### config.mk
export PLATFORM = sky130hd
export DESIGN_NAME = ready_seq_gen_flat
export DESIGN_NICKNAME = d
export VERILOG_FILES = /design/src/rtl/ready_seq_gen_pkg.sv /design/src/rtl/ready_seq_gen_if.sv /design/src/rtl/ready_seq_gen_phase_counter.sv /design/src/rtl/ready_seq_gen.sv /design/src/flat_wrapper.sv
export SDC_FILE = /design/constraint.sdc
export NUM_CORES = 1
export LEC_CHECK = 0
export ABC_AREA = 1
export BUFFER_PORTS_ARGS = -buffer_cell sky130_fd_sc_hd__buf_2
export CAP_MARGIN = 25
export CELL_PAD_IN_SITES_DETAIL_PLACEMENT = 0
export CELL_PAD_IN_SITES_GLOBAL_PLACEMENT = 1
export CORE_UTILIZATION = 43
export DETAILED_ROUTE_END_ITERATION = 10
export HOLD_SLACK_MARGIN = 0.06
export PLACE_DENSITY = 0.89
export SKIP_LAST_GASP = 1
export SYNTH_ARGS = -nofsm -noshare
export SYNTH_HDL_FRONTEND = slang
export SYNTH_SLANG_ARGS = --single-unit
### constraint.sdc
create_clock -name clk -period 4.2 [get_ports clk]
set_input_delay 0 -clock clk [delete_from_list [all_inputs] [get_ports clk]]
set_output_delay 0 -clock clk [all_outputs]
set_load 0.02 [all_outputs]
### src/rtl/ready_seq_gen_pkg.sv
// Shared types and helpers for the ready/readyp handshake sequencer.
package ready_seq_pkg;

    localparam int CNT_W_DEF = 8;

    typedef enum logic [1:0] {
        IDLE,
        LEAD,
        RDY,
        RDYP
    } seq_state_t;

    // Phase lengths of zero still give the phase one cycle.
    function automatic int unsigned len_sat1(input int unsigned x);
        return (x == 0) ? 1 : x;
    endfunction

endpackage

### src/rtl/ready_seq_gen_if.sv
// Handshake/config bundle between a stimulus controller and ready_seq_gen.
interface ready_seq_gen_if #(
    parameter int CNT_W = 8
);
    logic             start;
    logic             abort;
    logic [CNT_W-1:0] lead_cycles;
    logic [CNT_W-1:0] ready_len;
    logic [CNT_W-1:0] readyp_len;
    logic             ready;
    logic             readyp;
    logic             busy;
    logic             done;

    modport master (
        output start, abort, lead_cycles, ready_len, readyp_len,
        input  ready, readyp, busy, done
    );

    modport slave (
        input  start, abort, lead_cycles, ready_len, readyp_len,
        output ready, readyp, busy, done
    );
endinterface

### src/rtl/ready_seq_gen_phase_counter.sv
// Loadable down counter that flags the last cycle of a sequencer phase.
module phase_counter #(
    parameter int CNT_W = 8
) (
    input  logic             clk,
    input  logic             rst_n,
    input  logic             load,
    input  logic [CNT_W-1:0] load_val,
    input  logic             en,
    output logic             expire
);
    logic [CNT_W-1:0] cnt;

    always_ff @(posedge clk) begin
        if (!rst_n) begin
            cnt <= '0;
        end else if (load) begin
            cnt <= load_val;
        end else if (en && (cnt != '0)) begin
            cnt <= cnt - 1'b1;
        end
    end

    assign expire = en && (cnt == CNT_W'(1));

endmodule

### src/rtl/ready_seq_gen.sv
// Programmable lead / ready / readyp / done sequencer with registered outputs.
// Build option READY_HOLD_EN keeps ready asserted through the readyp phase.
module ready_seq_gen
    import ready_seq_pkg::*;
#(
    parameter int CNT_W = CNT_W_DEF
) (
    input  logic             clk,
    input  logic             rst_n,
    ready_seq_gen_if.slave   bus
);
    seq_state_t       state, state_nxt;
    logic [CNT_W-1:0] r_len, p_len;
    logic             cap;
    logic             ld;
    logic [CNT_W-1:0] ld_val;
    logic             en;
    logic             expire;
    logic             ready_q, readyp_q, busy_q, done_q;
    logic             ready_nxt, readyp_nxt, busy_nxt, done_nxt;

    phase_counter #(.CNT_W(CNT_W)) u_cnt (
        .clk      (clk),
        .rst_n    (rst_n),
        .load     (ld),
        .load_val (ld_val),
        .en       (en),
        .expire   (expire)
    );

    assign en = (state != IDLE);

    always_comb begin
        state_nxt = state;
        cap       = 1'b0;
        ld        = 1'b0;
        ld_val    = '0;
        done_nxt  = 1'b0;
        case (state)
            IDLE: begin
                if (bus.start && !bus.abort) begin
                    cap = 1'b1;
                    ld  = 1'b1;
                    if (bus.lead_cycles != '0) begin
                        state_nxt = LEAD;
                        ld_val    = bus.lead_cycles;
                    end else begin
                        // No lead-in: the ready phase uses the live length directly
                        state_nxt = RDY;
                        ld_val    = CNT_W'(len_sat1(32'(bus.ready_len)));
                    end
                end
            end
            LEAD: if (expire) begin
                state_nxt = RDY;
                ld        = 1'b1;
                ld_val    = r_len;
            end
            RDY: if (expire) begin
                state_nxt = RDYP;
                ld        = 1'b1;
                ld_val    = p_len;
            end
            RDYP: if (expire) begin
                state_nxt = IDLE;
                done_nxt  = 1'b1;
            end
            default: state_nxt = IDLE;
        endcase

        if ((state != IDLE) && bus.abort) begin
            state_nxt = IDLE;
            ld        = 1'b0;
            done_nxt  = 1'b0;
        end

`ifdef READY_HOLD_EN
        ready_nxt  = (state_nxt == RDY) || (state_nxt == RDYP);
`else
        ready_nxt  = (state_nxt == RDY);
`endif
        readyp_nxt = (state_nxt == RDYP);
        busy_nxt   = (state_nxt != IDLE);
    end

    always_ff @(posedge clk) begin
        if (!rst_n) begin
            state    <= IDLE;
            ready_q  <= 1'b0;
            readyp_q <= 1'b0;
            busy_q   <= 1'b0;
            done_q   <= 1'b0;
        end else begin
            state    <= state_nxt;
            ready_q  <= ready_nxt;
            readyp_q <= readyp_nxt;
            busy_q   <= busy_nxt;
            done_q   <= done_nxt;
        end
    end

    // Phase lengths are frozen at the accepting start edge
    always_ff @(posedge clk) begin
        if (cap) begin
            r_len <= CNT_W'(len_sat1(32'(bus.ready_len)));
            p_len <= CNT_W'(len_sat1(32'(bus.readyp_len)));
        end
    end

    assign bus.ready  = ready_q;
    assign bus.readyp = readyp_q;
    assign bus.busy   = busy_q;
    assign bus.done   = done_q;

endmodule

### src/flat_wrapper.sv
// flat-port wrapper written by rule: the top's interface ports become plain ports
module ready_seq_gen_flat import ready_seq_pkg::*;
#(
    parameter int CNT_W = CNT_W_DEF
)
  (clk, rst_n, bus_start, bus_abort, bus_lead_cycles, bus_ready_len, bus_readyp_len, bus_ready, bus_readyp, bus_busy, bus_done);
  ready_seq_gen_if #(.CNT_W(CNT_W)) bus_i ();
  input  logic clk;
  input  logic rst_n;
  input wire logic [$bits(bus_i.start)-1:0] bus_start;
  input wire logic [$bits(bus_i.abort)-1:0] bus_abort;
  input wire logic [$bits(bus_i.lead_cycles)-1:0] bus_lead_cycles;
  input wire logic [$bits(bus_i.ready_len)-1:0] bus_ready_len;
  input wire logic [$bits(bus_i.readyp_len)-1:0] bus_readyp_len;
  output wire logic [$bits(bus_i.ready)-1:0] bus_ready;
  output wire logic [$bits(bus_i.readyp)-1:0] bus_readyp;
  output wire logic [$bits(bus_i.busy)-1:0] bus_busy;
  output wire logic [$bits(bus_i.done)-1:0] bus_done;
  assign bus_i.start = bus_start;
  assign bus_i.abort = bus_abort;
  assign bus_i.lead_cycles = bus_lead_cycles;
  assign bus_i.ready_len = bus_ready_len;
  assign bus_i.readyp_len = bus_readyp_len;
  assign bus_ready = bus_i.ready;
  assign bus_readyp = bus_i.readyp;
  assign bus_busy = bus_i.busy;
  assign bus_done = bus_i.done;
  ready_seq_gen #(.CNT_W(CNT_W)) u_core (.clk(clk), .rst_n(rst_n), .bus(bus_i));
endmodule
After elaboration in Yosys (flattened, before gate mapping)
Index checks and enable logic that the tools add are counted.
{"block": "word_totals", "reg_bits": 30, "inputBits": 28, "out_inout_bits": 4, "elab_cells": 52}
{"block": "op_classes", "add_sub_neg": 1, "n_eq_ne": 6, "n_mux": 20, "n_bitwise": 2, "reduce_logical": 15}
{"cell": "$mux W8", "count": 7}
{"cell": "$pmux W8 S3", "count": 1}
{"cell": "$logic_not A8 Y1", "count": 2}
{"cell": "$reduce_bool A8 Y1", "count": 2}
{"cell": "$mux W2", "count": 6}
{"cell": "$eq A2 B2 Y1 const B", "count": 4}
{"cell": "$eq A8 B1 Y1 const B", "count": 1}
{"cell": "$pmux W2 S4", "count": 1}
{"cell": "$sub A8 B1 Y8 const B", "count": 1}
{"cell": "$reduce_bool A2 Y1", "count": 3}
{"cell": "$logic_and A1 B1 Y1", "count": 4}
{"cell": "$mux W1", "count": 4}
{"cell": "$reduce_or A3 Y1", "count": 1}
{"cell": "$eq A2 B1 Y1 const B", "count": 1}
{"cell": "$logic_not A2 Y1", "count": 1}
{"cell": "$not A1 Y1", "count": 2}
{"cell": "$pmux W1 S2", "count": 1}
{"cell": "$reduce_or A2 Y1", "count": 1}
{"cell": "$logic_not A1 Y1", "count": 1}

Logic depth before layout (Yosys ltp)
Gate-level depths: netlist (run 1).
{"block": "logic_depth", "word_depth": 6, "depth_mapped": 13, "ltp_nobuf": 13}

By module
A second synthesis (run 1) with hierarchy kept.
{"block": "hier_totals", "cells_unflattened": 275, "hier_area_um2": 1965.6}
{"mod": "ready_seq_gen", "instances": 1, "cells_per_inst": 171, "area_each_um2": 1350.0, "seq_area_each_um2": 600.6}
{"mod": "phase_counter", "instances": 1, "cells_per_inst": 104, "area_each_um2": 615.6, "seq_area_each_um2": 160.2}

Least setup slack after synthesis (run 1)
No wires, ideal clock.
{"block": "synth_path", "kind": "reg2reg", "startpoint": "register u_core.state[0]", "endpoint": "register u_core.u_cnt.cnt[3]", "setup_ns": 0.113, "arrival_ns": 1.603, "t_required_ns": 4.087, "path_slack_ns": 2.484, "stages_incl_launch_ff": 11, "n_path_buf": 0, "period_less_slack_ns": 1.716, "path_cell_list": "dfxtp_1 -> inv_1 -> ha_1 -> clkinv_2 -> nand2_2 -> nor2_2 -> nand3_2 -> a21oi_4 -> nand3_1 -> o21ai_1 -> nor2_1"}
{"block": "synth_via", "elab_chain_cells": 6, "elab_cells_between_ends": 16, "cone_classes": "2 x eq/ne; 7 x mux; 7 x reduce/logical"}
{"element": "from (decl)", "line_no": "ready_seq_gen.sv:12", "source": "seq_state_t state, state_nxt;"}
{"element": "from (signal assigned)", "line_no": "ready_seq_gen.sv:94", "source": "state <= state_nxt;"}
{"element": "$reduce_bool A2 Y1", "line_no": "ready_seq_gen.sv:31, ready_seq_gen.sv:71"}
{"element": "$logic_and A1 B1 Y1", "line_no": "ready_seq_gen_phase_counter.sv:24", "source": "assign expire = en && (cnt == CNT_W'(1));"}
{"element": "$mux W1", "line_no": "ready_seq_gen.sv:54, ready_seq_gen.sv:59"}
{"element": "$pmux W1 S2", "line_no": "ready_seq_gen.sv:39", "source": "case (state)"}
{"element": "$mux W1", "line_no": "ready_seq_gen.sv:71", "source": "if ((state != IDLE) && bus.abort) begin"}
{"element": "$mux W8 / $reduce_bool A2 Y1 (equally long branches)"}
{"element": "to (signal assigned)", "line_no": "ready_seq_gen_phase_counter.sv:18", "source": "cnt <= load_val;"}
{"element": "to (signal assigned)", "line_no": "ready_seq_gen_phase_counter.sv:20", "source": "cnt <= cnt - 1'b1;"}
{"element": "to (decl)", "line_no": "ready_seq_gen_phase_counter.sv:12", "source": "logic [CNT_W-1:0] cnt;"}
Several ways; a longest one is shown, not always the timed one.
A chain may end at the register's enable or synchronous reset.

Final worst setup path (run 1)
{"block": "layout_path", "startpoint": "register u_core.state[0]", "endpoint": "register u_core.u_cnt.cnt[5]"}
The elaborated chain is that of the path after synthesis.

==> results.md, run 1 <==
- Cell area after synthesis: 1840 sq um
- Routed len/inst: 11.8 um
- Post-synthesis adder-cell area fraction: 6.11%
- Status: complete, no violations
- EDFF count, synth: 16
- Antenna viol nets, final: 0
- Post-synthesis compound-gate area fraction: 10.8%
- Yosys top cell area share: 26.1%
- Post-synth top cells: 71 x nand2_1, 33 x inv_1, 25 x nor2_1, 16 x edfxtp_1
- CTS sink count: 30
- Worst-Margin Slew: 0.695 ns
- CTS tree: yes
- DIE AREA: 4550 sq um
- TNS Setup: 0 ns
- Slowest CP cell: inv_1
- Slew Limit Fails: 0
- Filler Cell Count: 385
- Minimum clock period: 2.06 ns
- Mux contribution to synthesized area: 0%
- Worst Setup Start Kind: register
- Asr flop ratio synth: 0%
- Synth Warn #: 0
- WP data required: 4.40 ns
- Lkg Pwr: 1.06 nW
- Clk slew on worst S/H paths: 0.06 ns
- Area contributors post-synth: edfxtp_1 26%, dfxtp_1 15%, nand2_1 14%, inv_1 6.7%, ha_1 6.1%
- Initial Utilization: 45.4%
- Via density: 4.69
- Root buffer cell: clkbuf_8
- Core Area: 4060 sq um
- # IOs: 32
- Fin nets: 330
- Diode count: 0
- Max Clk Rate: 0.486 GHz
- Synth Area in Simple Gates: 30.2%
- Synthesized Nets: 289
- Global route overflow: 0
- Number of distinct library cells after synthesis: 27
- Final setup fails: 0
- Die Span X: 67.4 um
- Residual DRC count: 0
- RSZ-0062 raised after global routing: no
- Crit-path max FO: 20
- Main synth FF type: edfxtp_1
- Synthesis-stage register bit count: 30
- Clk_lat worst skew: 0.27 ns
- H-tree Lvls: 2
- DRT Pass-1 Iters: 4
- Share of cells above drive strength 1: 19.0%
- GP Congestion: 0.847
- DP Wirelength: 3010 um
- WS Path Type: reg -> reg
- WL final: 4050 um
- Via count: 1612
- Hold WC Path Type: in -> reg
- Final period utilization: 48.9%
- Most numerous cell in the Yosys netlist: nand2_1
- CP endpoint kind: register
- PortBufs: 31
- CTS resizes: 0
- Worst-path cell chain: inv_1, ha_1, nand2_1, inv_1, nand2_1, nand3_1, nand2_1, a21oi_1
- Gate Count Post-Synth: 252
- Clock skew: 0.00311 ns
- Worst setup margin: 2.14 ns
- Pwr per Cell Area: 504 nW/um^2
- Setup Buffers After CTS: 0
- Largest family of logic cells by synthesized area: simple AND/OR/NAND/NOR gates
- Die H: 67.4 um
- Initial antenna violation count: 0
- DRT iter0 DRCs: 130
- Area delta synth->final: 22.6%
- Vias in the first global route: 1514
- CTS buffer count: 5
- Synth Area in XOR/XNOR: 0.951%
- Reg-to-reg startpoint: u_core.state[0]$_SDFF_PN0_
- DP Worst Slack: 2.16 ns
- Row cnt: 23
- Maximum buffer depth of the clock tree: 2
- Seq/Total Area, Yosys: 41.3%
- Max_cap viols: 0
- Critical Path Source: u_core.state[0]$_SDFF_PN0_
- Largest net degree at the start of global routing: 21
- Leading area contributor after synthesis: edfxtp_1
- Total GRT Usage: 20.6%
- Cell mode on critical path: nand2_1
- CP Data Arrival Time: 2.26 ns
- Fin. Hold Viols: 0
- First-pass GRT wire length: 6800 um
- Slowest Stage Delay on Critical Path: 0.59 ns
- VDD IR max: 0.210 mV
- Synth Area per Inst: 7.31 sq um
- Max_slew headroom: 53.6%
- Hold path start: bus_lead_cycles[3]
[timing repair]
item | in CTS | in global routing
endpoints found under the setup margin | 0 | 0
hold endpoints to repair | 19 | 0
hold buffers | 17 | 0
[report_power, final]
| part | leakage, nW | internal [mW] | switching [mW] |
|---|---|---|---|
| combinational | 0.750 | 0.183 | 0.321 |
| clock | 0.0426 | 0.114 | 0.103 |
| sequential | 0.263 | 0.377 | 0.0403 |
| total | 1.06 | 0.674 | 0.464 |
[cell usage in the layout, fill, tap and decap left out]
master	Yosys	routed
nand2_1	71	71
inv_1	33	33
buf_2	0	31
nor2_1	25	25
dlygate4sd3_1	0	17
edfxtp_1	16	16
dfxtp_1	14	14
nand3_1	13	13
a21oi_1	11	11
ha_1	9	9
o21ai_0	8	8
o21ai_1	6	6
clkbuf_8	0	5
inv_2	4	4
nand2_2	4	4
nor2_2	4	4
nor2_4	3	3
nand4_1	3	3
a22o_1	3	3
clkinv_2	1	2
nor4_1	2	2
o21bai_1	1	1
o21ai_4	1	1
nand3_2	1	1
a21oi_4	1	1
xnor2_1	1	1
nor3_1	1	1
a21o_1	1	1
xor2_1	1	1
clkinv_1	0	1
clkbuf_1	14	1
[registers in the layout (all words and copies together), names as in the netlist]
| register | flops |
|---|---|
| u_core.state | 2 |
| u_core.p_len | 8 |
| u_core.bus.done | 1 |
| u_core.bus.readyp | 1 |
| u_core.r_len | 8 |
| u_core.bus.ready | 1 |
| u_core.bus.busy | 1 |
| u_core.u_cnt.cnt | 8 |
[cell families (layout without fill, tap and decap cells)]
group	after synthesis	in the layout
DFF	30	30
AOI/OAI and AO/OA	32	32
and+or+nand+nor	127	127
buffers and inverters	52	94
adders and majority gates	9	9
xor gates and xnor gates	2	2
[critical path: cells and delay by family (launching register included)]
kind	cells	cell delay (ns)
AOI/OAI and AO/OA	1	0.13
adders and majority gates	1	0.26
buffers and inverters	2	0.72
DFF	1	0.35
and+or+nand+nor	4	0.51
[cell type report]
type                            count  area, sq um  share of cell area [%]
Inverter                           38          144                    6.37
Sequential cell                    30          761                    33.7
Tap cell                           50         62.6                    2.77
Clock buffer                        6         72.6                    3.21
Multi-Input combinational cell    170          885                    39.2
Clock inverter                      2         8.76                   0.388
Timing Repair Buffer               48          325                    14.4
[worst paths after layout]
check                                                         to  slack [ns]  cells after the start
worst max-delay path            u_core.u_cnt.cnt[5]$_SDFFE_PN0P_        2.14                      8
worst min-delay path            u_core.u_cnt.cnt[3]$_SDFFE_PN0P_        0.11                      5
worst max register to register  u_core.u_cnt.cnt[5]$_SDFFE_PN0P_        2.14                      8
worst min register to register  u_core.u_cnt.cnt[1]$_SDFFE_PN0P_        0.50                      2
[stage by stage]
| stage | power (mW) | cell area, sq um | utilization (%) | cells | hold slack, ns |
|---|---|---|---|---|---|
| global placement | 0.916 | 2010 | 49.5 | 319 | 0.193 |
| CTS | 1.14 | 2260 | 55.7 | 344 | 0.109 |
| finish | 1.14 | 2260 | 55.7 | 344 | 0.111 |
| detailed placement | 0.912 | 2010 | 49.5 | 319 | 0.195 |
| global route | 1.24 | 2260 | 55.7 | 344 | 0.173 |
| floorplan | 0.807 | 1840 | - | 252 | 0.123 |
[metal layers]
metal	track usage, %	up-vias	part of all wire, %
met5	0	-	0
met4	5.32	0	0.81
met3	5.24	4	5.0
met2	33.5	44	47
met1	27.2	698	47
li1	-	866	-
Note: power is estimated with default switching activity, not from simulation.
==> run 2, diff against run 1 <==
- CORE_UTILIZATION: 43 -> 36
- PLACE_DENSITY: 0.89 -> 0.8
- clock period: 4.2 -> 1.7 ns (I/O delays scaled with it)
==> run 2 against run 1 <==
Critical path depth increased by 3. Hold slack lost 0.016 ns. Sequential share of layout area fell by 2.4 points. Cell area is 7.8% higher. Largest power group unchanged. Register-to-register slack lost 2.1 ns. Wire length is 10% higher. Setup slack lost 2.1 ns. Non-clock buffer count is 15 higher. Sequential cell count did not move. Power grew to 2.7 times the previous value. Core utilization is 5.1 points lower. Fmax grew 27%.
==> results.md, run 2 (synthesized netlist as in run 1, its figures left out) <==
- GP Congestion: 0.798 (-5.8%)
- Max_cap viols: 0 (unchanged)
- Row cnt: 25 (+8.7%)
- CTS buffer count: 5 (unchanged)
- TNS Setup: 0 ns (unchanged)
- Clk_lat worst skew: 0.28 ns (about the same)
- Residual DRC count: 0 (unchanged)
- Total GRT Usage: 18.1% (-2.6 points)
- Final Core Density: 50.5% (-5.1 points)
- Max_slew headroom: 70.7% (+17 points)
- Hold WC Path Type: in -> reg
- DP Wirelength: 3330 um (+10%)
- Core Area: 4820 sq um (+19%)
- Slew Limit Fails: 0 (unchanged)
- Reg-to-reg startpoint: u_core.state[0]$_SDFF_PN0_
- R2r setup slk: 0.08 ns (-2.06 ns)
- Commonest non-fill, non-tap cell in the layout: nand2_1
- # IOs: 32 (unchanged)
- DRT iter0 DRCs: 128 (-1.5%)
- Design area: 2430 sq um (+7.8%)
- Crit-path max FO: 5 (-75%)
- Clock power frac: 18.4% (-0.7 points)
- PortBufs: 31 (unchanged)
- Final setup fails: 0 (unchanged)
- Lkg Pwr: 1.14 nW (+7.5%)
- Critical Path Source: u_core.state[0]$_SDFF_PN0_
- Slowest Stage Delay on Critical Path: 0.34 ns (-0.25 ns)
- DIE AREA: 5410 sq um (+19%)
- Area delta synth->final: 32.2%
- FF-to-FF path depth: 11 (+3)
- Net Sw Power: 1.25 mW (+170%)
- Hold path start: bus_lead_cycles[3]
- Status: complete, no violations
- Worst-path cell chain: inv_1, ha_4, clkinv_2, nand2_2, nor2_4, nand3_2, a21oi_4, clkbuf_2, buf_4, nand2_1, a21oi_1
- Via density: 4.41 (-5.8%)
- Largest net degree at the start of global routing: 11 (-48%)
- Regs by FF count: u_core.p_len (8), u_core.r_len (8), u_core.u_cnt.cnt (8)
- Die H: 73.5 um (+9.0%)
- Minimum clock period: 1.62 ns (-0.436 ns)
- Hold depth: 5 (unchanged)
- Fin nets: 345 (+4.5%)
- Worst-Margin Slew: 0.439 ns (-0.256 ns)
- Clock skew: 0.00526 ns (+0.00215 ns)
- CP Data Arrival Time: 1.83 ns (-0.43 ns)
- Switch share: 41.0% (+0.23 points)
- Pwr per Cell Area: 1250 nW/um^2 (+150%)
- Initial Utilization: 38.2% (-7.2 points)
- WL final: 4470 um (+10%)
- Post-Place Cell Area: 2100 sq um (+4.6%)
- Worst Setup Start Kind: register
- Die Span X: 73.5 um (+9.0%)
- H-tree Lvls: 2 (unchanged)
- Max Clk Rate: 0.617 GHz (+27%)
- Final period utilization: 95.3% (+46 points)
- DRT Pass-1 Iters: 4 (unchanged)
- Slowest CP cell: dfxtp_1
- Most frequent cells in the layout: 70 x nand2_1, 32 x inv_1, 31 x buf_2
- Maximum buffer depth of the clock tree: 2 (unchanged)
- Initial antenna violation count: 0 (unchanged)
- Flop pwr share: 33.7% (-3.0 points)
- Clk slew on worst S/H paths: 0.07 ns (about the same)
- WP data required: 1.91 ns (-2.49 ns)
- CTS sink count: 30 (unchanged)
- Share of cells above drive strength 1: 25.2% (+6.2 points)
- First-pass GRT wire length: 7220 um (+6.2%)
- WS Path Type: reg -> reg
- Routed len/inst: 11.9 um (+0.90%)
- Via count: 1660 (+3.0%)
- Global route overflow: 0 (unchanged)
- Fin. Hold Viols: 0 (unchanged)
- Root buffer cell: clkbuf_8
- CTS tree: yes
- VDD IR max: 0.674 mV (+220%)
- Vias in the first global route: 1574 (+4.0%)
- Logic pwr share: 47.9% (+3.7 points)
- Cell internal pwr: 1.79 mW (+170%)
- CP endpoint kind: register
- Antenna viol nets, final: 0 (unchanged)
- Diode count: 0 (unchanged)
- Total power draw: 3.04 mW (+170%)
==> run 2: changes by cell type in the layout (fill, tap and decap cells not counted), sizes merged <==
| cell | before | now |
|---|---|---|
| buf | 31 | 45 |
| clkbuf | 6 | 7 |
==> run 2: power by group through the flow <==
| stage | logic, mW | registers, mW | clock network [mW] |
|---|---|---|---|
| finish | 1.45 | 1.02 | 0.560 |
| global route | 1.66 | 1.04 | 0.601 |
| CTS | 1.37 | 1.02 | 0.565 |
| detailed placement | 1.33 | 1.03 | 0 |
| global placement | 1.33 | 1.03 | 0 |
| floorplan | 0.940 | 1.06 | 0 |
==> run 2: metal layers <==
| layer | GRT usage [%] | part of all wire (%) | up-vias |
|---|---|---|---|
| met5 | 0 | 0 | - |
| met1 | 23.3 | 47 | 720 |
| met2 | 30.6 | 48 | 41 |
| li1 | - | - | 897 |
| met4 | 3.85 | 0.40 | 0 |
| met3 | 4.53 | 4.7 | 2 |
==> run 2: stage by stage <==
step | setup slack [ns] | hold slack [ns] | cells
3_5_place_dp | 0.0104 | 0.194 | 345
2_1_floorplan | 0.00919 | 0.123 | 252
3_3_place_gp | 0.0413 | 0.195 | 345
5_1_grt | -0.0196 | 0.116 | 376
4_1_cts | 0.0142 | 0.0943 | 370
6_report | 0.0804 | 0.0951 | 376
==> run 2: layout make-up <==
| type | count | area [sq um] |
|---|---|---|
| inverters | 38 | 144 |
| fillers | 487 | 2380 |
| clock buffers | 6 | 72.6 |
| clock inverters | 2 | 10.0 |
| well taps | 67 | 83.8 |
| repair buffers | 63 | 435 |
| multi-input cells | 170 | 928 |
| flip-flops and latches | 30 | 761 |
==> run 2: path summary, 6_finish.rpt <==
kind,to
hold / removal,u_core.u_cnt.cnt[3]$_SDFFE_PN0P_
setup reg to reg,u_core.u_cnt.cnt[0]$_SDFFE_PN0P_
hold reg to reg,u_core.u_cnt.cnt[1]$_SDFFE_PN0P_
setup / recovery,u_core.u_cnt.cnt[0]$_SDFFE_PN0P_
==> run 2: timing repair <==
action / CTS / global route
endpoints found under the setup margin: 1 / 12
hold buffers: 17 / 0
hold endpoints to repair: 19 / 0
pin swaps: 1 / 5
setup buffers: 0 / 6
resized for setup: 0 / 10
==> run 2: critical path, delay by kind of cell, from the launching register on <==
kind / cells / cell delay [ns]
compound gates: 2 / 0.29
fa+ha+maj: 1 / 0.19
buf+inv: 4 / 0.40
flops: 1 / 0.34
simple gates: 4 / 0.33
==> run 3, diff against run 2 <==
- RECOVER_POWER: unset -> 25
==> run 3 against run 2 <==
Clock power about the same. Clock-buffer cell count unchanged. Final cell count unchanged. Sequential power about the same.
==> results.md, run 3 (synthesized netlist as in run 1, its figures left out) <==
- CTS sink count: 30 (unchanged)
- Initial Utilization: 38.2% (unchanged)
- Residual DRC count: 0 (unchanged)
- PortBufs: 31 (unchanged)
- WL final: 4470 um (about the same)
- Largest net degree at the start of global routing: 11 (unchanged)
- Root buffer cell: clkbuf_8
- Via density: 4.39 (-0.60%)
- Diode count: 0 (unchanged)
- Regs by FF count: u_core.p_len (8), u_core.r_len (8), u_core.u_cnt.cnt (8)
- Min Hold Slack: 0.0963 ns (+0.00125 ns)
- Lkg Pwr: 1.11 nW (-1.9%)
- GP Congestion: 0.798 (unchanged)
- Clock power frac: 18.4% (about the same)
- VDD IR max: 0.674 mV (about the same)
- DRT iter0 DRCs: 126 (-1.6%)
- CP Data Arrival Time: 1.83 ns (about the same)
- Post-Place Cell Area: 2100 sq um (unchanged)
- Worst setup margin: 0.0775 ns (-0.00293 ns)
- Final setup fails: 0 (unchanged)
- Commonest non-fill, non-tap cell in the layout: nand2_1
- WP data required: 1.91 ns (about the same)
- DP Wirelength: 3330 um (unchanged)
- TNS Setup: 0 ns (unchanged)
- Status: complete, no violations
- Net Sw Power: 1.25 mW (+0.15%)
- Global route overflow: 0 (unchanged)
- Clk slew on worst S/H paths: 0.07 ns (about the same)
- Via count: 1650 (-0.60%)
- Vias in the first global route: 1574 (unchanged)
- Share of cells above drive strength 1: 22.7% (-2.6 points)
- Worst-Margin Slew: 0.443 ns (+0.00389 ns)
- Fin nets: 345 (unchanged)
- Design area: 2420 sq um (-0.41%)
- DIE AREA: 5410 sq um (unchanged)
- Pwr per Cell Area: 1250 nW/um^2 (+0.38%)
- Worst Setup Start Kind: register
- Die Span X: 73.5 um (unchanged)
- Routed len/inst: 11.9 um (about the same)
- Maximum buffer depth of the clock tree: 2 (unchanged)
- Logic pwr share: 47.9% (about the same)
- Die H: 73.5 um (unchanged)
- Initial antenna violation count: 0 (unchanged)
- Row cnt: 25 (unchanged)
- DP Worst Slack: 0.0104 ns (unchanged)
- # IOs: 32 (unchanged)
- Final period utilization: 95.4% (+0.17 points)
- WS Path Type: reg -> reg
- Slew Limit Fails: 0 (unchanged)
- Antenna viol nets, final: 0 (unchanged)
- DRT Pass-1 Iters: 4 (unchanged)
- Hold WC Path Type: in -> reg
- Total GRT Usage: 18.1% (unchanged)
- First-pass GRT wire length: 7220 um (unchanged)
- Area delta synth->final: 31.7%
- Cell internal pwr: 1.79 mW (-0.17%)
- CTS buffer count: 5 (unchanged)
- CTS tree: yes
- Switch share: 41.1% (+0.077 points)
- Crit-path max FO: 5 (unchanged)
- Max_slew headroom: 70.4% (-0.26 points)
- Core Area: 4820 sq um (unchanged)
- H-tree Lvls: 2 (unchanged)
- Fin. Hold Viols: 0 (unchanged)
- Most frequent cells in the layout: 70 x nand2_1, 32 x inv_1, 24 x nor2_1
- Max Clk Rate: 0.616 GHz (-0.18%)
- Minimum clock period: 1.62 ns (+0.00293 ns)
- Max_cap viols: 0 (unchanged)
- Flop pwr share: 33.7% (about the same)
- CP endpoint kind: register
- Clock skew: 0.00485 ns (-0.000402 ns)
- Clk_lat worst skew: 0.28 ns (about the same)
[run 3: final timing paths]
path              cells after the start                             start                               end  slack [ns]
hold reg to reg                       2  u_core.u_cnt.cnt[1]$_SDFFE_PN0P_  u_core.u_cnt.cnt[1]$_SDFFE_PN0P_        0.52
setup / recovery                     11        u_core.state[0]$_SDFF_PN0_  u_core.u_cnt.cnt[0]$_SDFFE_PN0P_        0.08
setup reg to reg                     11        u_core.state[0]$_SDFF_PN0_  u_core.u_cnt.cnt[0]$_SDFFE_PN0P_        0.08
hold / removal                        5                bus_lead_cycles[3]  u_core.u_cnt.cnt[3]$_SDFFE_PN0P_         0.1
[run 3: cell type report]
class | instances | area [sq um]
clock inverters | 2 | 10.0
multi-input cells | 170 | 928
well taps | 67 | 83.8
clock buffers | 6 | 72.6
fillers | 493 | 2390
flip-flops and latches | 30 | 761
repair buffers | 63 | 425
inverters | 38 | 144
[run 3: what timing repair did]
item / in CTS / in global routing
cloned: 0 / 0
gates resized for setup: 0 / 10
setup buffers: 0 / 6
pin swaps: 1 / 5
setup endpoints to repair: 1 / 12
hold endpoints to repair: 19 / 0
hold buffers: 17 / 0
[run 3: per-stage QoR]
step / total power, mW / std cells / util (%)
global route: 3.29 / 376 / 50.3
detailed placement: 2.36 / 345 / 43.6
global placement: 2.37 / 345 / 43.6
finish: 3.04 / 376 / 50.3
floorplan: 2.00 / 252 / -
CTS: 2.95 / 370 / 48.8
[run 3: power groups by stage]
stage               registers [mW]  logic [mW]  clock network, mW
floorplan                     1.06       0.940                  0
global placement              1.03        1.33                  0
detailed placement            1.03        1.33                  0
CTS                           1.02        1.37              0.565
global route                  1.04        1.66              0.601
finish                        1.02        1.45              0.559
[run 3: worst max-delay path, stage by stage (launching register included)]
cell and delay, ns:
dfxtp_1 0.34, inv_1 0.09, ha_4 0.18, clkinv_2 0.05, nand2_2 0.05, nor2_4 0.12
nand3_2 0.11, a21oi_4 0.18, clkbuf_2 0.16, buf_4 0.11, nand2_1 0.05, a21oi_1 0.11
[run 3: per-layer routing]
metal	vias to the layer above	wire length [um]	global-route usage, %
met5	-	0	0
met2	34	2140	30.6
li1	897	-	-
met4	0	18	3.85
met1	717	2120	23.3
met3	2	188	4.53
